File: config.mk
export PLATFORM = sky130hd
export DESIGN_NAME = request_handler_2
export DESIGN_NICKNAME = d
export VERILOG_FILES = /design/src/rtl/request_handler_2_pkg.sv /design/src/rtl/mem_port_mux.sv /design/src/rtl/request_handler_2.sv
export SDC_FILE = /design/constraint.sdc
export NUM_CORES = 1
export LEC_CHECK = 0
export BUFFER_PORTS_ARGS = -buffer_cell sky130_fd_sc_hd__buf_4
export CORE_AREA = 2 2 131 133
export CTS_CLUSTER_DIAMETER = 120
export DETAILED_ROUTE_END_ITERATION = 7
export DIE_AREA = 0 0 133 135
export GPL_TIMING_DRIVEN = 0
export PLACE_DENSITY = 0.62
export SLEW_MARGIN = 20
export SYNTH_ARGS = -nofsm -noshare
export SYNTH_HDL_FRONTEND = slang
export SYNTH_SLANG_ARGS = --single-unit
File: constraint.sdc
create_clock -name clk -period 1.4 [get_ports clk]
set_input_delay 0.07 -clock clk [delete_from_list [all_inputs] [get_ports clk]]
set_output_delay 0.07 -clock clk [all_outputs]
set_load 0.03 [all_outputs]
File: src/rtl/request_handler_2_pkg.sv
// Shared types for the request_handler_2 memory-port arbiter.
//   VGA_state_t : VGA phase encoding as presented on the VGA_state input
//   cpu_state_t : CPU sequencing FSM states
//   port_sel_t  : which requester currently owns the memory port outputs
package request_handler_2_pkg;

    typedef enum logic [1:0] {
        INACTIVE = 2'b00,
        READY    = 2'b01,
        ACTIVE   = 2'b10
    } VGA_state_t;

    typedef enum logic [1:0] {
        CPU_INSTR = 2'b00,
        CPU_DATA  = 2'b01,
        CPU_DONE  = 2'b10
    } cpu_state_t;

    typedef enum logic [1:0] {
        PORT_IDLE  = 2'b00,
        PORT_VGA   = 2'b01,
        PORT_INSTR = 2'b10,
        PORT_DATA  = 2'b11
    } port_sel_t;

    localparam logic [3:0] SEL_ALL = 4'b1111;

    // The unused encoding 2'b11 behaves like INACTIVE, so the CPU may start.
    function automatic logic cpu_may_start(input logic [1:0] vga_state);
        return (vga_state == INACTIVE) || (vga_state == 2'b11);
    endfunction

endpackage

File: src/rtl/mem_port_mux.sv
// Output steering for request_handler_2. Selects which requester drives the
// memory port and forces every output to its reset value while nRst_i is low.
// Ports:
//   nRst_i, mem_busy_i        : reset and memory-busy qualifiers
//   port_sel_i                : owner of the port this cycle
//   VGA_* / CPU_* inputs      : request fields of each requester
//   cpu_done_i                : FSM is in CPU_DONE
//   *_q_i                     : captured read data registers
//   mem_*_o, *_to_mem_o       : memory port
//   CPU_enable_o, data_to_*_o : requester-facing outputs
module mem_port_mux
    import request_handler_2_pkg::*;
(
    input  logic        nRst_i,
    input  logic        mem_busy_i,
    input  port_sel_t   port_sel_i,
    input  logic        VGA_read_i,
    input  logic [31:0] VGA_adr_i,
    input  logic [31:0] CPU_instr_adr_i,
    input  logic [31:0] CPU_data_adr_i,
    input  logic        CPU_read_i,
    input  logic        CPU_write_i,
    input  logic [31:0] data_from_CPU_i,
    input  logic [3:0]  CPU_sel_i,
    input  logic        cpu_done_i,
    input  logic [31:0] data_to_VGA_q_i,
    input  logic [31:0] instr_data_q_i,
    input  logic [31:0] data_to_CPU_q_i,
    output logic        mem_read_o,
    output logic        mem_write_o,
    output logic [31:0] adr_to_mem_o,
    output logic [31:0] data_to_mem_o,
    output logic [3:0]  sel_to_mem_o,
    output logic        CPU_enable_o,
    output logic [31:0] data_to_VGA_o,
    output logic [31:0] instr_data_to_CPU_o,
    output logic [31:0] data_to_CPU_o
);

    always_comb begin
        mem_read_o    = 1'b0;
        mem_write_o   = 1'b0;
        adr_to_mem_o  = '0;
        data_to_mem_o = '0;
        sel_to_mem_o  = '0;
        if (!nRst_i) begin
            mem_read_o   = 1'b1;
            sel_to_mem_o = SEL_ALL;
        end else if (!mem_busy_i) begin
            case (port_sel_i)
                PORT_VGA: begin
                    mem_read_o   = VGA_read_i;
                    adr_to_mem_o = VGA_adr_i;
                    sel_to_mem_o = SEL_ALL;
                end
                PORT_INSTR: begin
                    mem_read_o   = 1'b1;
                    adr_to_mem_o = CPU_instr_adr_i;
                    sel_to_mem_o = SEL_ALL;
                end
                PORT_DATA: begin
                    // Read and write together is serviced as a write.
                    mem_read_o    = CPU_read_i & ~CPU_write_i;
                    mem_write_o   = CPU_write_i;
                    adr_to_mem_o  = CPU_data_adr_i;
                    sel_to_mem_o  = CPU_sel_i;
                    data_to_mem_o = CPU_write_i ? data_from_CPU_i : '0;
                end
                default: ;
            endcase
        end
    end

    always_comb begin
        CPU_enable_o        = nRst_i & cpu_done_i;
        data_to_VGA_o       = nRst_i ? data_to_VGA_q_i : '0;
        instr_data_to_CPU_o = nRst_i ? instr_data_q_i  : '0;
        data_to_CPU_o       = nRst_i ? data_to_CPU_q_i : '0;
    end

endmodule

File: src/rtl/request_handler_2.sv
// Arbitrates one memory port between VGA reads, CPU instruction fetch and
// CPU data access. A transaction is issued while mem_busy is low and
// completes on the following mem_busy falling edge.
// Ports:
//   clk, nRst                      : clock, synchronous active-low reset
//   mem_busy, data_from_mem        : memory status and read data
//   VGA_state, VGA_read, VGA_adr   : VGA phase and read request
//   CPU_* , data_from_CPU          : CPU fetch/data request fields
//   CPU_enable                     : one-cycle step pulse to the CPU
//   data_to_VGA, instr_data_to_CPU, data_to_CPU : captured read data
//   mem_read, mem_write, adr_to_mem, data_to_mem, sel_to_mem : memory port
//
// state     | meaning
// ----------+-----------------------------------------------------------
// CPU_INSTR | fetch instruction at CPU_instr_adr
// CPU_DATA  | load/store at CPU_data_adr
// CPU_DONE  | pulse CPU_enable for one cycle, then fetch again
module request_handler_2
    import request_handler_2_pkg::*;
(
    input  logic        clk,
    input  logic        nRst,
    input  logic        mem_busy,
    input  logic [1:0]  VGA_state,
    output logic        CPU_enable,
    input  logic        VGA_read,
    input  logic [31:0] VGA_adr,
    output logic [31:0] data_to_VGA,
    input  logic [31:0] CPU_instr_adr,
    input  logic [31:0] CPU_data_adr,
    input  logic        CPU_read,
    input  logic        CPU_write,
    input  logic [31:0] data_from_CPU,
    input  logic [3:0]  CPU_sel,
    output logic [31:0] instr_data_to_CPU,
    output logic [31:0] data_to_CPU,
    input  logic [31:0] data_from_mem,
    output logic        mem_read,
    output logic        mem_write,
    output logic [31:0] adr_to_mem,
    output logic [31:0] data_to_mem,
    output logic [3:0]  sel_to_mem
);

    cpu_state_t  state_q, state_d;
    logic        inflight_q, inflight_d;
    logic        owner_vga_q, owner_vga_d;
    logic        busy_q;
    logic [31:0] data_to_VGA_q, data_to_VGA_d;
    logic [31:0] instr_q, instr_d;
    logic [31:0] data_q, data_d;

    port_sel_t   port_sel;
    logic        req_now;
    logic        complete;
    logic        cpu_complete;
    logic        issue;

    always_comb begin
        port_sel = PORT_IDLE;
        if (VGA_state == ACTIVE) begin
            port_sel = PORT_VGA;
        end else if (cpu_may_start(VGA_state)) begin
            case (state_q)
                CPU_INSTR: port_sel = PORT_INSTR;
                CPU_DATA:  port_sel = PORT_DATA;
                default:   port_sel = PORT_IDLE;
            endcase
        end

        case (port_sel)
            PORT_VGA:   req_now = VGA_read;
            PORT_INSTR: req_now = 1'b1;
            PORT_DATA:  req_now = CPU_read | CPU_write;
            default:    req_now = 1'b0;
        endcase

        complete     = busy_q & ~mem_busy & inflight_q;
        cpu_complete = complete & ~owner_vga_q;
        // The completing cycle itself is not counted as a new issue, so a
        // request left on the port while the FSM advances is not tracked twice.
        issue        = ~mem_busy & req_now & ~complete;
    end

    always_comb begin
        state_d       = state_q;
        inflight_d    = inflight_q;
        owner_vga_d   = owner_vga_q;
        data_to_VGA_d = data_to_VGA_q;
        instr_d       = instr_q;
        data_d        = data_q;

        if (complete) begin
            inflight_d = 1'b0;
        end else if (issue) begin
            inflight_d  = 1'b1;
            owner_vga_d = (port_sel == PORT_VGA);
        end

        if (complete && owner_vga_q) begin
            data_to_VGA_d = data_from_mem;
        end

        case (state_q)
            CPU_INSTR: begin
                if (cpu_complete) begin
                    instr_d = data_from_mem;
                    state_d = (CPU_read | CPU_write) ? CPU_DATA : CPU_DONE;
                end
            end
            CPU_DATA: begin
                if (cpu_complete) begin
                    if (CPU_read && !CPU_write) begin
                        data_d = data_from_mem;
                    end
                    state_d = CPU_DONE;
                end else if (port_sel == PORT_DATA && !req_now && !inflight_q) begin
                    // Access request withdrawn before it was issued.
                    state_d = CPU_DONE;
                end
            end
            CPU_DONE: state_d = CPU_INSTR;
            default:  state_d = CPU_INSTR;
        endcase
    end

    always_ff @(posedge clk) begin
        if (!nRst) begin
            state_q       <= CPU_INSTR;
            inflight_q    <= 1'b0;
            owner_vga_q   <= 1'b0;
            busy_q        <= 1'b0;
            data_to_VGA_q <= '0;
            instr_q       <= '0;
            data_q        <= '0;
        end else begin
            state_q       <= state_d;
            inflight_q    <= inflight_d;
            owner_vga_q   <= owner_vga_d;
            busy_q        <= mem_busy;
            data_to_VGA_q <= data_to_VGA_d;
            instr_q       <= instr_d;
            data_q        <= data_d;
        end
    end

    mem_port_mux u_mem_port_mux (
        .nRst_i              (nRst),
        .mem_busy_i          (mem_busy),
        .port_sel_i          (port_sel),
        .VGA_read_i          (VGA_read),
        .VGA_adr_i           (VGA_adr),
        .CPU_instr_adr_i     (CPU_instr_adr),
        .CPU_data_adr_i      (CPU_data_adr),
        .CPU_read_i          (CPU_read),
        .CPU_write_i         (CPU_write),
        .data_from_CPU_i     (data_from_CPU),
        .CPU_sel_i           (CPU_sel),
        .cpu_done_i          (state_q == CPU_DONE),
        .data_to_VGA_q_i     (data_to_VGA_q),
        .instr_data_q_i      (instr_q),
        .data_to_CPU_q_i     (data_q),
        .mem_read_o          (mem_read),
        .mem_write_o         (mem_write),
        .adr_to_mem_o        (adr_to_mem),
        .data_to_mem_o       (data_to_mem),
        .sel_to_mem_o        (sel_to_mem),
        .CPU_enable_o        (CPU_enable),
        .data_to_VGA_o       (data_to_VGA),
        .instr_data_to_CPU_o (instr_data_to_CPU),
        .data_to_CPU_o       (data_to_CPU)
    );

endmodule

# After elaboration in Yosys (flattened, before gate mapping)
# Cells that the tools add are included.
[totals]
register_bits = 101
latch_bits = 0
mem_count = 0
ramBits = 0
rom_bits = 0
out_inout_bits = 167
[classes]
reduce_logical = 16
div = 0
multipliers = 0
n_mux = 28
bitwise_logic = 13
n_lt_le_gt_ge = 0
add_sub_neg = 0
eq_ne = 9
shift = 0
[op_table]
columns = ["op", "n"]
rows = [
  ["2-to-1 mux 32 bit", 9],
  ["case mux 32 bit (3 select lines)", 1],
  ["2-to-1 mux 2 bit", 6],
  ["== test 2 bit (second input constant)", 5],
  ["2-to-1 mux 4 bit", 2],
  ["case mux 2 bit (2 select lines)", 2],
  ["case mux 4 bit (2 select lines)", 1],
  ["bitwise AND 1 bit", 7],
  ["case mux 1 bit (3 select lines)", 2],
  ["AND reduction 2 bit", 3],
  ["2-to-1 mux 1 bit", 5],
  ["NOT 1 bit", 5],
  ["== test 2 x 1 -> 1 bit (second input constant)", 2],
  ["logical AND 1 bit", 4],
  ["zero test 2 bit", 2],
  ["OR reduction 2 bit", 2],
  ["zero test 1 bit", 3],
  ["inequality test 3 bit (second input constant)", 1],
  ["AND reduction 3 bit", 1],
  ["inequality test 2 bit (second input constant)", 1],
  ["logical OR 1 bit", 1],
  ["OR 1 bit", 1],
]

# Longest topological paths before layout
[depth]
depth_word = 12
mapped_depth = 7

# Modules after synthesis
# A second synthesis with hierarchy kept.
[unflattened]
cells_unflattened = 707
hier_area_um2 = 5432.7
[modules_own_cells]
columns = ["mod", "n_inst", "area_each_um2", "cells_per_inst", "seq_area_each_um2"]
rows = [
  ["request_handler_2", 1, 3875.0, 461, 2021.9],
  ["mem_port_mux", 1, 1557.7, 246, 0.0],
]

# Least setup slack after synthesis
# OpenSTA, ideal clock, no wires.
[synth_path]
path_kind = "register to output"
start = "register state_q[1]"
end = "output sel_to_mem[0]"
stages_incl_launch_ff = 6
setup_slack_ns = -0.411
n_path_buf = 1
t_required_ns = 1.330
arrival_ns = 1.741
cell_sequence = "dfxtp_1 -> buf_2 -> nor4b_4 -> or2_2 -> a21oi_1 -> o21ai_0"
[synth_via]
elab_chain_len = 9
[synth_rtl]
columns = ["item", "line", "text"]
rows = [
  ["start: declaration", "request_handler_2.sv:45", "cpu_state_t state_q, state_d;"],
  ["start signal: assignment", "request_handler_2.sv:137", "state_q <= state_d;"],
  ["== test 2 x 1 -> 1 bit or zero test 2 bit (tied branches)", "request_handler_2.sv:64", "case (state_q)"],
  ["case mux 2 bit (2 select lines) *", "request_handler_2.sv:64", ""],
  ["2-to-1 mux 2 bit *", "request_handler_2.sv:63", "end else if (cpu_may_start(VGA_state)) begin"],
  ["2-to-1 mux 2 bit *", "request_handler_2.sv:61", "if (VGA_state == ACTIVE) begin"],
  ["== test 2 x 1 -> 1 bit or == test 2 bit (tied branches)", "mem_port_mux.sv:50", "case (port_sel_i)"],
  ["OR reduction 2 bit (no source line)", "n/a", ""],
  ["case mux 4 bit (2 select lines) *", "mem_port_mux.sv:50", ""],
  ["2-to-1 mux 4 bit *", "mem_port_mux.sv:49", "end else if (!mem_busy_i) begin"],
  ["2-to-1 mux 4 bit *", "mem_port_mux.sv:46", "if (!nRst_i) begin"],
  ["end: declaration", "request_handler_2.sv:42", "output logic [3:0] sel_to_mem"],
]
# Mark *: on every way between the ends. The rest lies on a longest branch, timed or not.

# Final worst setup path
[layout_path]
start = "register state_q[1]"
end = "output adr_to_mem[19]"
[layout_via]
elab_chain_len = 8
[layout_rtl]
columns = ["item", "line", "text"]
rows = [
  ["== test 2 x 1 -> 1 bit or zero test 2 bit (tied branches)", "request_handler_2.sv:64", ""],
  ["case mux 2 bit (2 select lines) *", "request_handler_2.sv:64", ""],
  ["2-to-1 mux 2 bit *", "request_handler_2.sv:63", ""],
  ["2-to-1 mux 2 bit *", "request_handler_2.sv:61", ""],
  ["== test 2 bit or == test 2 x 1 -> 1 bit (tied branches)", "mem_port_mux.sv:50", ""],
  ["case mux 32 bit (3 select lines) *", "mem_port_mux.sv:50", ""],
  ["2-to-1 mux 32 bit *", "mem_port_mux.sv:49", ""],
  ["2-to-1 mux 32 bit *", "mem_port_mux.sv:46", ""],
  ["end: declaration", "request_handler_2.sv:40", "output logic [31:0] adr_to_mem,"],
]
# Marks and branches as above.

==> results.py <==
metrics = {
    "route": {
        "drt_wl_total_um": 23800,
        "via_per_inst": 4.76,
        "wl_per_cell_um": 17.9,
        "drt_iter0_markers": 356,
        "drt_pre_antenna_iters": 7,
        "final_antenna_net_count": 0,
        "drc": 0,
        "vias": 6321,
    },
    "critical_path": {
        "r2r_cells": 6,
        "path_delay_family": "buffers and inverters",
        "endpoint_kind": "output port",
        "max_stage_delay_ns": 0.38,
        "crit_slowest_cell": "dfxtp_4",
        "cp.depth": 6,
        "crit_required_ns": 1.33,
        "critPathMaxFanout": 10,
        "critPathKind": "reg2out",
        "cp.arrival_ns": 1.86,
        "crit_chain": "and4bb_2 > buf_6 > buf_6 > a222oi_1 > nor2_2 > buf_6",
        "startpoint": "state_q[1]",
        "setup.worst_path.end": "adr_to_mem[19]",
        "timing.rr.end": "inflight_q",
        "crit_buf_inv": 3,
        "start_kind": "flip-flop",
        "critPathMostFrequentCell": "buf_6",
        "r2r_slack_ns": -0.20,
        "regToRegStartpoint": "state_q[1]",
    },
    "status": {
        "status": "complete, but fails checks",
        "violations": "setup timing",
    },
    "final_layout": {
        "fillers": 1490,
        "drive_gt1_frac": 0.530,
        "seq_area_sq_um": 2030,
        "multi_input_area_sq_um": 3580,
        "diodes": 0,
        "fin_cells": 1328,
        "nets": 1277,
        "synthToLayoutAreaGrowth_pct": 92.7,
        "final_area_sq_um": 10200,
    },
    "floorplan": {
        "die_h_um": 135,
        "core_sq_um": 16400,
        "rows": 47,
        "io_pins": 339,
        "dieArea_sq_um": 18000,
        "dieWidth_um": 133,
        "start_util": 0.323,
    },
    "sta": {
        "finalCritPeriodShare": 1.38,
        "fin_hold_ws_ns": 0.0180,
        "fin_tns_setup_ns": -36.03,
        "slew_headroom": 0.621,
        "finalHoldViolCount": 0,
        "worstMarginPinSlew_ns": 0.568,
        "fin_ws_ns": -0.533,
        "slew_viol_final": 0,
        "setup_viol": 137,
        "rsz0062_at_grt": "true",
        "fmax_mhz": 517,
        "period_needed_ns": 1.93,
        "skew_ns": 0.0107,
    },
    "grt": {
        "track_usage": 0.246,
        "grt_max_degree": 19,
        "grt_remaining_overflow": 0,
        "antenna_found_initial": 0,
        "grt_pass1_vias": 6249,
        "grt_pass1_wl_um": 34600,
    },
    "yosys": {
        "postSynthCellCount": 691,
        "netlist_top_cells_count": "196 x nand2_1, 131 x and2_1, 101 x dfxtp_1",
        "synth.area.top_cells": "dfxtp_1 38%, and2_1 15%, nand2_1 14%",
        "synth.avg_cell_area_sq_um": 7.68,
        "ys_seq_elements": 101,
        "yosys_warnings": 0,
        "yosysTopAreaCellShare": 0.381,
        "yosysSeqAreaShare": 0.381,
        "synth-async-reset-ratio": 0,
        "synth_most_common_cell": "nand2_1",
        "synth_area_sq_um": 5300,
        "yosysTopAreaCell": "dfxtp_1",
        "ys.flop_type": "dfxtp_1",
        "synth_nets": 865,
        "synth_cell_types": 30,
        "synth_edf_count": 0,
    },
    "cts": {
        "clk_pin_slew_ns": 0.07,
        "cts_max_level": 3,
        "cts_tree": "done",
        "cts_buffer_depth": 2,
        "clock_latency_ns": 0.34,
        "clkSinkCount": 101,
        "root_buffer": "clkbuf_16",
        "cts_buffers": 9,
    },
    "power": {
        "finalPower_mw": 6.69,
        "ir_drop_v": 0.000493,
        "power_density_nw_per_um2": 654,
        "leakagePower_nw": 4.57,
    },
    "job": {
        "drv_cap": 0,
    },
    "placement": {
        "place.gp.congestion": 0.809,
        "dp_hpwl_um": 17300,
        "dp_cells": 1248,
        "postPlaceCellArea_sq_um": 8310,
        "portBuffers": 337,
    },
    "min_path": {
        "min-delay-path-class": "in2reg",
    },
}
==> through the flow <==
stage | util | setup slack [ns]
floorplan | - | -0.0931
global placement | 0.507 | -0.664
detailed placement | 0.507 | -0.651
CTS | 0.594 | -0.571
global route | 0.623 | -0.614
finish | 0.623 | -0.533
==> kinds of logic after synthesis <==
family | count (synthesis) | share of synthesized area
compound gates | 146 | 0.218
buf+inv | 63 | 0.0484
flops | 101 | 0.381
fa+ha+maj | 2 | 0.00472
simple gates | 378 | 0.346
mux | 1 | 0.00189
==> metal layers <==
layer	up-vias	global-route usage	routed length, um
li1	3131	-	-
met1	2934	0.280	9270
met4	0	0.0866	712
met5	-	0	0
met2	220	0.457	12400
met3	36	0.0511	1430
==> tightest hold or removal path, cell delays in order <==
cell      delay [ns]
buf_4           0.14
nand2_4         0.06
a21boi_2        0.04
==> final cells by class <==
cell class | instances | area share
Buffer | 59 | 0.0486
Clock buffer | 10 | 0.0234
Clock inverter | 6 | 0.00526
Inverter | 1 | 0.000367
Multi-Input combinational cell | 527 | 0.350
Sequential cell | 101 | 0.199
Tap cell | 220 | 0.0269
Timing Repair Buffer | 404 | 0.347
==> sequential cells by signal, summed over array words and instances, names as in the netlist <==
| signal | count |
|---|---|
| busy_q | 1 |
| instr_q | 32 |
| data_q | 32 |
| state_q | 2 |
| inflight_q | 1 |
| data_to_VGA_q | 32 |
| owner_vga_q | 1 |
==> how the worst min path moves through the flow <==
stage	startpoint	to	slack, ns	cells past startpoint
after global placement	mem_busy	busy_q	0.32	2
after detailed placement	mem_busy	busy_q	0.32	2
after global routing	data_from_mem[2]	data_q[2]	0.01	3
after CTS	data_from_mem[2]	data_q[2]	0.006	3
final	data_from_mem[2]	data_q[2]	0.02	3
after floorplan	mem_busy	busy_q	0.19	1
==> timing repair <==
| item | in CTS | in global routing |
|---|---|---|
| endpoints found under the setup margin | 259 | 227 |
| hold buffers | 32 | 0 |
| gates cloned | 6 | 5 |
| endpoints found under the hold margin | 68 | 0 |
| resized for setup | 192 | 158 |
| buffers inserted | 20 | 5 |
| pin swaps | 53 | 97 |
==> power breakdown <==
part | internal (mW) | switching [mW] | total [mW]
registers | 2.88 | 0.00881 | 2.89
logic | 0.703 | 0.619 | 1.32
clock network | 1.29 | 1.18 | 2.47
total | 4.88 | 1.81 | 6.69
==> layout by cell type, fill, tap and decap left out, types with 9 or more instances in the layout <==
cell,instances
nand2_4,23
buf_4,281
and2_4,31
clkbuf_2,15
and2_1,100
nand2_1,148
a21boi_1,44
nand2_2,25
a222oi_1,32
buf_6,89
dlygate4sd3_1,32
clkbuf_4,9
nor2_2,30
a21boi_2,19
clkbuf_1,12
dfxtp_1,97
a21boi_0,34
clkbuf_16,15
Note: power is estimated with default switching activity, not from simulation.
